===== src/rtl/stack_logic_unit_if.sv =====
// Command/status bundle between the control unit and the stack logic unit.
// The control unit drives the command side (master); the stack unit answers (slave).
interface stack_logic_unit_if #(
    parameter int WIDTH = 8,
    parameter int DEPTH = 16
);
    localparam int CW = $clog2(DEPTH + 1);

    logic             op_valid;
    logic [3:0]       op_code;
    logic [WIDTH-1:0] din;
    logic             op_ready;
    logic             done;
    logic             err;
    logic [1:0]       err_code;
    logic [WIDTH-1:0] tos;
    logic [CW-1:0]    count;
    logic             empty;
    logic             full;
    logic             zero;
    logic             neg;

    modport master (
        output op_valid, op_code, din,
        input  op_ready, done, err, err_code, tos, count, empty, full, zero, neg
    );

    modport slave (
        input  op_valid, op_code, din,
        output op_ready, done, err, err_code, tos, count, empty, full, zero, neg
    );
endinterface


===== src/rtl/stack_logic_unit.sv =====
// Operand stack with a logical/compare execution FSM, commanded over a valid/ready handshake.
//   state     | meaning
//   S_IDLE    | op_ready=1, waiting for a command; prechecks run on accept
//   S_FETCH_A | read TOS into A (and next-of-stack into B for POP's new top)
//   S_FETCH_B | read next-of-stack into B for binary ops
//   S_EXEC    | compute result from A/B
//   S_WRITE   | done=1; stack/count/tos/flags commit on the closing edge
//   S_FAULT   | done=1, err=1 with err_code; nothing changes
module stack_logic_unit #(
    parameter int WIDTH = 8,
    parameter int DEPTH = 16
) (
    input  logic clk,
    input  logic reset,
    stack_logic_unit_if.slave bus
);
    localparam int CW = $clog2(DEPTH + 1);
    localparam int IW = $clog2(DEPTH);

    localparam logic [3:0] OP_NOP  = 4'd0;
    localparam logic [3:0] OP_PUSH = 4'd1;
    localparam logic [3:0] OP_POP  = 4'd2;
    localparam logic [3:0] OP_AND  = 4'd3;
    localparam logic [3:0] OP_OR   = 4'd4;
    localparam logic [3:0] OP_NOT  = 4'd5;
    localparam logic [3:0] OP_NAND = 4'd6;
    localparam logic [3:0] OP_XOR  = 4'd7;
    localparam logic [3:0] OP_CMP  = 4'd8;
    localparam logic [3:0] OP_NOR  = 4'd9;
    localparam logic [3:0] OP_XNOR = 4'd10;
    localparam logic [3:0] OP_DUP  = 4'd11;

    typedef enum logic [2:0] {
        S_IDLE, S_FETCH_A, S_FETCH_B, S_EXEC, S_WRITE, S_FAULT
    } state_t;

    state_t           state;
    logic [3:0]       opc_q;
    logic [WIDTH-1:0] din_q, a_q, b_q, res_q, tos_q;
    logic [CW-1:0]    cnt_q;
    logic             rdy_q, done_q, err_q, zero_q, neg_q;
    logic [1:0]       ecode_q;
    logic [WIDTH-1:0] mem [DEPTH];

    logic [IW-1:0]    idx_top, idx_nos, idx_new, mem_wa;
    logic             full_w, mem_we;
    logic [1:0]       pre_err;
    logic [WIDTH-1:0] alu_res, wr_val;

    function automatic logic is_binary(input logic [3:0] op);
        return (op == OP_AND) || (op == OP_OR) || (op == OP_NAND) || (op == OP_XOR) ||
               (op == OP_CMP) || (op == OP_NOR) || (op == OP_XNOR);
    endfunction

    assign idx_top = IW'(cnt_q - CW'(1));
    assign idx_nos = IW'(cnt_q - CW'(2));
    assign idx_new = IW'(cnt_q);
    assign full_w  = (cnt_q == CW'(DEPTH));

    always_comb begin
        pre_err = 2'd0;
        if (bus.op_code >= 4'd12)
            pre_err = 2'd3;
        else if (is_binary(bus.op_code) && (cnt_q < CW'(2)))
            pre_err = 2'd1;
        else if (((bus.op_code == OP_POP) || (bus.op_code == OP_NOT) || (bus.op_code == OP_DUP))
                 && (cnt_q == '0))
            pre_err = 2'd1;
        else if (((bus.op_code == OP_PUSH) || (bus.op_code == OP_DUP)) && full_w)
            pre_err = 2'd2;
    end

    // B is next-of-stack, A is TOS; binary results are f(B, A). DUP passes A through.
    always_comb begin
        alu_res = a_q;
        case (opc_q)
            OP_AND:  alu_res = b_q & a_q;
            OP_OR:   alu_res = b_q | a_q;
            OP_NAND: alu_res = ~(b_q & a_q);
            OP_XOR:  alu_res = b_q ^ a_q;
            OP_NOR:  alu_res = ~(b_q | a_q);
            OP_XNOR: alu_res = ~(b_q ^ a_q);
            OP_NOT:  alu_res = ~a_q;
            OP_CMP: begin
                if ($signed(b_q) > $signed(a_q))
                    alu_res = WIDTH'(1);
                else if ($signed(b_q) < $signed(a_q))
                    alu_res = '1;
                else
                    alu_res = '0;
            end
            default: alu_res = a_q;
        endcase
    end

    always_comb begin
        mem_we = 1'b0;
        mem_wa = idx_new;
        wr_val = (opc_q == OP_PUSH) ? din_q : res_q;
        if (state == S_WRITE) begin
            if ((opc_q == OP_PUSH) || (opc_q == OP_DUP)) begin
                mem_we = 1'b1;
            end else if (opc_q == OP_NOT) begin
                mem_we = 1'b1;
                mem_wa = idx_top;
            end else if (is_binary(opc_q)) begin
                mem_we = 1'b1;
                mem_wa = idx_nos;
            end
        end
    end

    always_ff @(posedge clk) begin
        if (mem_we)
            mem[mem_wa] <= wr_val;
    end

    always_ff @(posedge clk or posedge reset) begin
        if (reset) begin
            state   <= S_IDLE;
            opc_q   <= '0;
            din_q   <= '0;
            a_q     <= '0;
            b_q     <= '0;
            res_q   <= '0;
            tos_q   <= '0;
            cnt_q   <= '0;
            rdy_q   <= 1'b1;
            done_q  <= 1'b0;
            err_q   <= 1'b0;
            ecode_q <= 2'd0;
            zero_q  <= 1'b0;
            neg_q   <= 1'b0;
        end else begin
            done_q  <= 1'b0;
            err_q   <= 1'b0;
            ecode_q <= 2'd0;
            case (state)
                S_IDLE: begin
                    if (bus.op_valid && rdy_q) begin
                        opc_q <= bus.op_code;
                        din_q <= bus.din;
                        rdy_q <= 1'b0;
                        if (pre_err != 2'd0) begin
                            state   <= S_FAULT;
                            done_q  <= 1'b1;
                            err_q   <= 1'b1;
                            ecode_q <= pre_err;
                        end else if ((bus.op_code == OP_NOP) || (bus.op_code == OP_PUSH)) begin
                            state  <= S_WRITE;
                            done_q <= 1'b1;
                        end else begin
                            state <= S_FETCH_A;
                        end
                    end
                end
                S_FETCH_A: begin
                    a_q <= mem[idx_top];
                    b_q <= (cnt_q >= CW'(2)) ? mem[idx_nos] : '0;
                    if (opc_q == OP_POP) begin
                        state  <= S_WRITE;
                        done_q <= 1'b1;
                    end else if (is_binary(opc_q)) begin
                        state <= S_FETCH_B;
                    end else begin
                        state <= S_EXEC;
                    end
                end
                S_FETCH_B: begin
                    b_q   <= mem[idx_nos];
                    state <= S_EXEC;
                end
                S_EXEC: begin
                    res_q  <= alu_res;
                    state  <= S_WRITE;
                    done_q <= 1'b1;
                end
                S_WRITE: begin
                    state <= S_IDLE;
                    rdy_q <= 1'b1;
                    if ((opc_q == OP_PUSH) || (opc_q == OP_DUP)) begin
                        cnt_q  <= cnt_q + CW'(1);
                        tos_q  <= wr_val;
                        zero_q <= (wr_val == '0);
                        neg_q  <= wr_val[WIDTH-1];
                    end else if (opc_q == OP_POP) begin
                        cnt_q <= cnt_q - CW'(1);
                        tos_q <= b_q;
                    end else if ((opc_q == OP_NOT) || is_binary(opc_q)) begin
                        if (opc_q != OP_NOT)
                            cnt_q <= cnt_q - CW'(1);
                        tos_q  <= res_q;
                        zero_q <= (res_q == '0);
                        neg_q  <= res_q[WIDTH-1];
                    end
                end
                S_FAULT: begin
                    state <= S_IDLE;
                    rdy_q <= 1'b1;
                end
                default: begin
                    state <= S_IDLE;
                    rdy_q <= 1'b1;
                end
            endcase
        end
    end

    assign bus.op_ready = rdy_q;
    assign bus.done     = done_q;
    assign bus.err      = err_q;
    assign bus.err_code = ecode_q;
    assign bus.tos      = tos_q;
    assign bus.count    = cnt_q;
    assign bus.empty    = (cnt_q == '0);
    assign bus.full     = full_w;
    assign bus.zero     = zero_q;
    assign bus.neg      = neg_q;
endmodule

===== src/flat_wrapper.sv =====
// flat-port wrapper written by rule: the top's interface ports become plain ports
module stack_logic_unit_flat 
#(
    parameter int WIDTH = 8,
    parameter int DEPTH = 16
)
  (clk, reset, bus_op_valid, bus_op_code, bus_din, bus_op_ready, bus_done, bus_err, bus_err_code, bus_tos, bus_count, bus_empty, bus_full, bus_zero, bus_neg);
  stack_logic_unit_if #(.WIDTH(WIDTH), .DEPTH(DEPTH)) bus_i ();
  input  logic clk;
  input  logic reset;
  input wire logic [$bits(bus_i.op_valid)-1:0] bus_op_valid;
  input wire logic [$bits(bus_i.op_code)-1:0] bus_op_code;
  input wire logic [$bits(bus_i.din)-1:0] bus_din;
  output wire logic [$bits(bus_i.op_ready)-1:0] bus_op_ready;
  output wire logic [$bits(bus_i.done)-1:0] bus_done;
  output wire logic [$bits(bus_i.err)-1:0] bus_err;
  output wire logic [$bits(bus_i.err_code)-1:0] bus_err_code;
  output wire logic [$bits(bus_i.tos)-1:0] bus_tos;
  output wire logic [$bits(bus_i.count)-1:0] bus_count;
  output wire logic [$bits(bus_i.empty)-1:0] bus_empty;
  output wire logic [$bits(bus_i.full)-1:0] bus_full;
  output wire logic [$bits(bus_i.zero)-1:0] bus_zero;
  output wire logic [$bits(bus_i.neg)-1:0] bus_neg;
  assign bus_i.op_valid = bus_op_valid;
  assign bus_i.op_code = bus_op_code;
  assign bus_i.din = bus_din;
  assign bus_op_ready = bus_i.op_ready;
  assign bus_done = bus_i.done;
  assign bus_err = bus_i.err;
  assign bus_err_code = bus_i.err_code;
  assign bus_tos = bus_i.tos;
  assign bus_count = bus_i.count;
  assign bus_empty = bus_i.empty;
  assign bus_full = bus_i.full;
  assign bus_zero = bus_i.zero;
  assign bus_neg = bus_i.neg;
  stack_logic_unit #(.WIDTH(WIDTH), .DEPTH(DEPTH)) u_core (.clk(clk), .reset(reset), .bus(bus_i));
endmodule

===== config.mk =====
export PLATFORM = sky130hd
export DESIGN_NAME = stack_logic_unit_flat
export DESIGN_NICKNAME = d
export VERILOG_FILES = /design/src/rtl/stack_logic_unit_if.sv /design/src/rtl/stack_logic_unit.sv /design/src/flat_wrapper.sv
export SDC_FILE = /design/constraint.sdc
export NUM_CORES = 1
export LEC_CHECK = 0
export CAP_MARGIN = 20
export CORE_MARGIN = 2
export CORE_UTILIZATION = 30
export CTS_CLUSTER_SIZE = 16
export DETAILED_ROUTE_END_ITERATION = 12
export PLACE_DENSITY = 0.52
export SYNTH_ARGS = -nofsm -noshare
export SYNTH_HDL_FRONTEND = slang
export SYNTH_SLANG_ARGS = --single-unit

===== constraint.sdc =====
create_clock -name clk -period 3.1 [get_ports clk]
set_input_delay 0.62 -clock clk [delete_from_list [all_inputs] [get_ports clk]]
set_output_delay 0.62 -clock clk [all_outputs]
set_load 0.05 [all_outputs]

==> impl_metrics.ini <==
[setup_path]
required_ns = 2.48
crit_fanout = 68
timing_worst_setup_path_type = flop to primary output
arrival_ns = 2.28
cp-end-kind = primary output
start_kind = flop

[clock_network]
tritoncts = yes
clk_pin_slew_ns = 0.08
post_cts_buffers = 0
clock-sinks = 187
cts_resized = 0
cts.htree.levels = 4
root_buffer = clkbuf_16
cts-buffers-inserted = 17
cts_hold_buf = 0
insertion_delay_ns = 0.44
clock_path_buffers = 2

[hold_path]
hold_class = flop to flop

[synth]
yosys.area_share.xor_xnor_pct = 0.936
async_reset_ff_share_pct = 31.6
synth_nets = 822
ys_seq_area_share_pct = 51.7
synthAdderAreaFrac_pct = 3.77
netlist_instances = 776
synth_ff_type = edfxtp_1
synth.area.mux_share_pct = 19.3
ys_ff_latch = 187
syn_area_per_cell_um2 = 13.3
synth_top_family_by_area = multiplexers
synth_compound_area_share_pct = 11.7
yosysWarnings = 0
synth_top_cell_area_share_pct = 37.4
yosysUniqueCellTypes = 77
syn_area_mm2 = 0.0103
yosysTopAreaCell = edfxtp_1
synth_area_leaders = edfxtp_1 37%, mux4_2 16%, dfrtp_1 14%
synth_simple_gate_area_share_pct = 8.74
synth-edff-count = 128

[floorplanning]
rows = 67
start_util_pct = 30.6
ios = 37
die_width_um = 189
die_h_um = 189
core-area_mm2 = 0.0336
die_area_mm2 = 0.0358

[pwr]
power_density_mw_per_mm2 = 1110
ir_drop_uv = 588
power.leakage_nw = 4.24
finalPower_w = 0.0134

[place]
post-place-ws_ns = 0.348
gp_congestion = 0.883
io_buffer_count = 36
dp_hpwl_um = 20200

[finish]
drive_above_1_share_pct = 24.4
fillCellCount = 3249
multi_input_area_mm2 = 0.00468
ff_latch_area_mm2 = 0.00533
nNetsFinal = 870
layout_commonest_cell = edfxtp_1
final_cell_mix = 128 x edfxtp_1, 72 x mux4_2, 69 x nand2_1, 55 x dfrtp_1, 47 x a21oi_1
syn2layout_area_growth_pct = 17.1
antenna_cells = 0

[detailed_routing]
vias_per_cell = 5.34
remaining_drc_errors = 0
routed-via-count = 6866
first_pass_iters = 5
wl_um = 28400
drtIter0Drc = 557
ant_nets = 0
avgRoutedWirePerCell_um = 22.1

[sta]
drv_slew = 0
clock.fmax_mhz = 344
skew_ns = 0.0154
timing.final.crit_period_ns = 2.90
fin_crit_sh_pct = 93.7
setup_viol = 0
worst_slew_pin_slew_ns = 0.827
hold_viol = 0
slew_headroom_pct = 44.9
fin_ws_ns = 0.195
rsz0062_at_grt = no

[global_route]
grt.total_usage_pct = 16.3
antenna_found_initial = 0
grt_overflow = 0
grt_max_degree = 69
grt_pass1_wl_um = 43800
first_global_vias = 7030

[status]
status = finished clean

[job]
max-cap-violations = 0
## kinds of logic after synthesis
| logic type | Yosys count |
|---|---|
| AO/OA/AOI/OAI | 181 |
| XOR/XNOR | 11 |
| adder cells (fa/ha/maj) | 31 |
| buffers and inverters | 84 |
| flip-flops | 187 |
| multiplexers | 106 |
| AND/OR/NAND/NOR | 176 |
## per-stage QoR
stage	utilization, %	hold slack, ns	cells	area (um^2)	TNS, ns
2_1_floorplan	-	0.480	776	10400	-2.49
3_3_place_gp	34.0	0.480	1253	11400	0
5_1_grt	35.8	0.530	1285	12000	0
3_5_place_dp	34.0	0.490	1253	11400	0
4_1_cts	35.8	0.514	1285	12000	0
6_report	35.8	0.507	1285	12000	0
## critical path, cell delays in order, from the launching register on
cell             delay, ns
dfrtp_4               0.49
buf_12                0.41
clkdlybuf4s50_1       0.93
## cell type report
cell class / instances / share of cell area, %
Timing Repair Buffer: 81 / 6.17
Clock buffer: 17 / 3.53
Tap cell: 448 / 4.65
Clock inverter: 15 / 1.57
Sequential cell: 187 / 44.2
Multi-Input combinational cell: 505 / 38.9
Inverter: 32 / 0.997
## sequential cells by signal, indices dropped and copies added, names as in the netlist
name                 count
u_core.mem             128
u_core.a_q               8
u_core.b_q               8
u_core.bus.tos           8
u_core.din_q             8
u_core.res_q             8
u_core.bus.count         5
u_core.opc_q             4
u_core.state             3
u_core.bus.err_code      2
u_core.bus.done          1
u_core.bus.err           1
u_core.bus.neg           1
u_core.bus.op_ready      1
u_core.bus.zero          1
## cells in the mapped netlist, types with 6 or more instances
master / count
mux2_2: 18
nor2_1: 36
a21oi_1: 55
edfxtp_1: 128
buf_2: 19
dfrtp_1: 58
o22ai_1: 14
clkbuf_1: 19
nand2_1: 69
xnor2_1: 7
a21o_1: 7
nand3_1: 11
nand2b_1: 11
nor3_1: 9
mux4_2: 72
mux2i_1: 16
o21ai_0: 24
a22o_1: 10
inv_1: 30
a211o_1: 8
ha_1: 31
nor2b_1: 7
o21ai_1: 6
## worst paths after layout
kind | slack, ns | depth (start not counted) | startpoint | end
max in group asynchronous | 1.87 | 3 | reset | u_core.bus.op_ready
min in group asynchronous | 0.56 | 2 | reset | u_core.din_q[5]
worst max-delay path | 0.20 | 2 | u_core.bus.count[0] | bus_count[0]
worst min register to register | 0.51 | 1 | u_core.bus.tos[4] | u_core.bus.tos[4]
worst max register to register | 0.31 | 4 | u_core.opc_q[3] | u_core.mem[14][3]
worst min-delay path | 0.51 | 1 | u_core.bus.tos[4] | u_core.bus.tos[4]
## routing by layer
metal	GRT usage (%)	routed length [um]	part of all wire, %
met5	0	0	0
met4	4.87	546	1.9
met3	3.04	1370	4.8
met2	27.1	13900	49
met1	21.8	12700	45
## power by group
part / internal (W) / total, W / switching [W]
sequential: 0.00341 / 0.00391 / 0.000498
combinational: 0.00293 / 0.00722 / 0.00429
clock: 0.00117 / 0.00227 / 0.00109
total: 0.00751 / 0.0134 / 0.00588
Note: power is estimated with default switching activity, not from simulation.
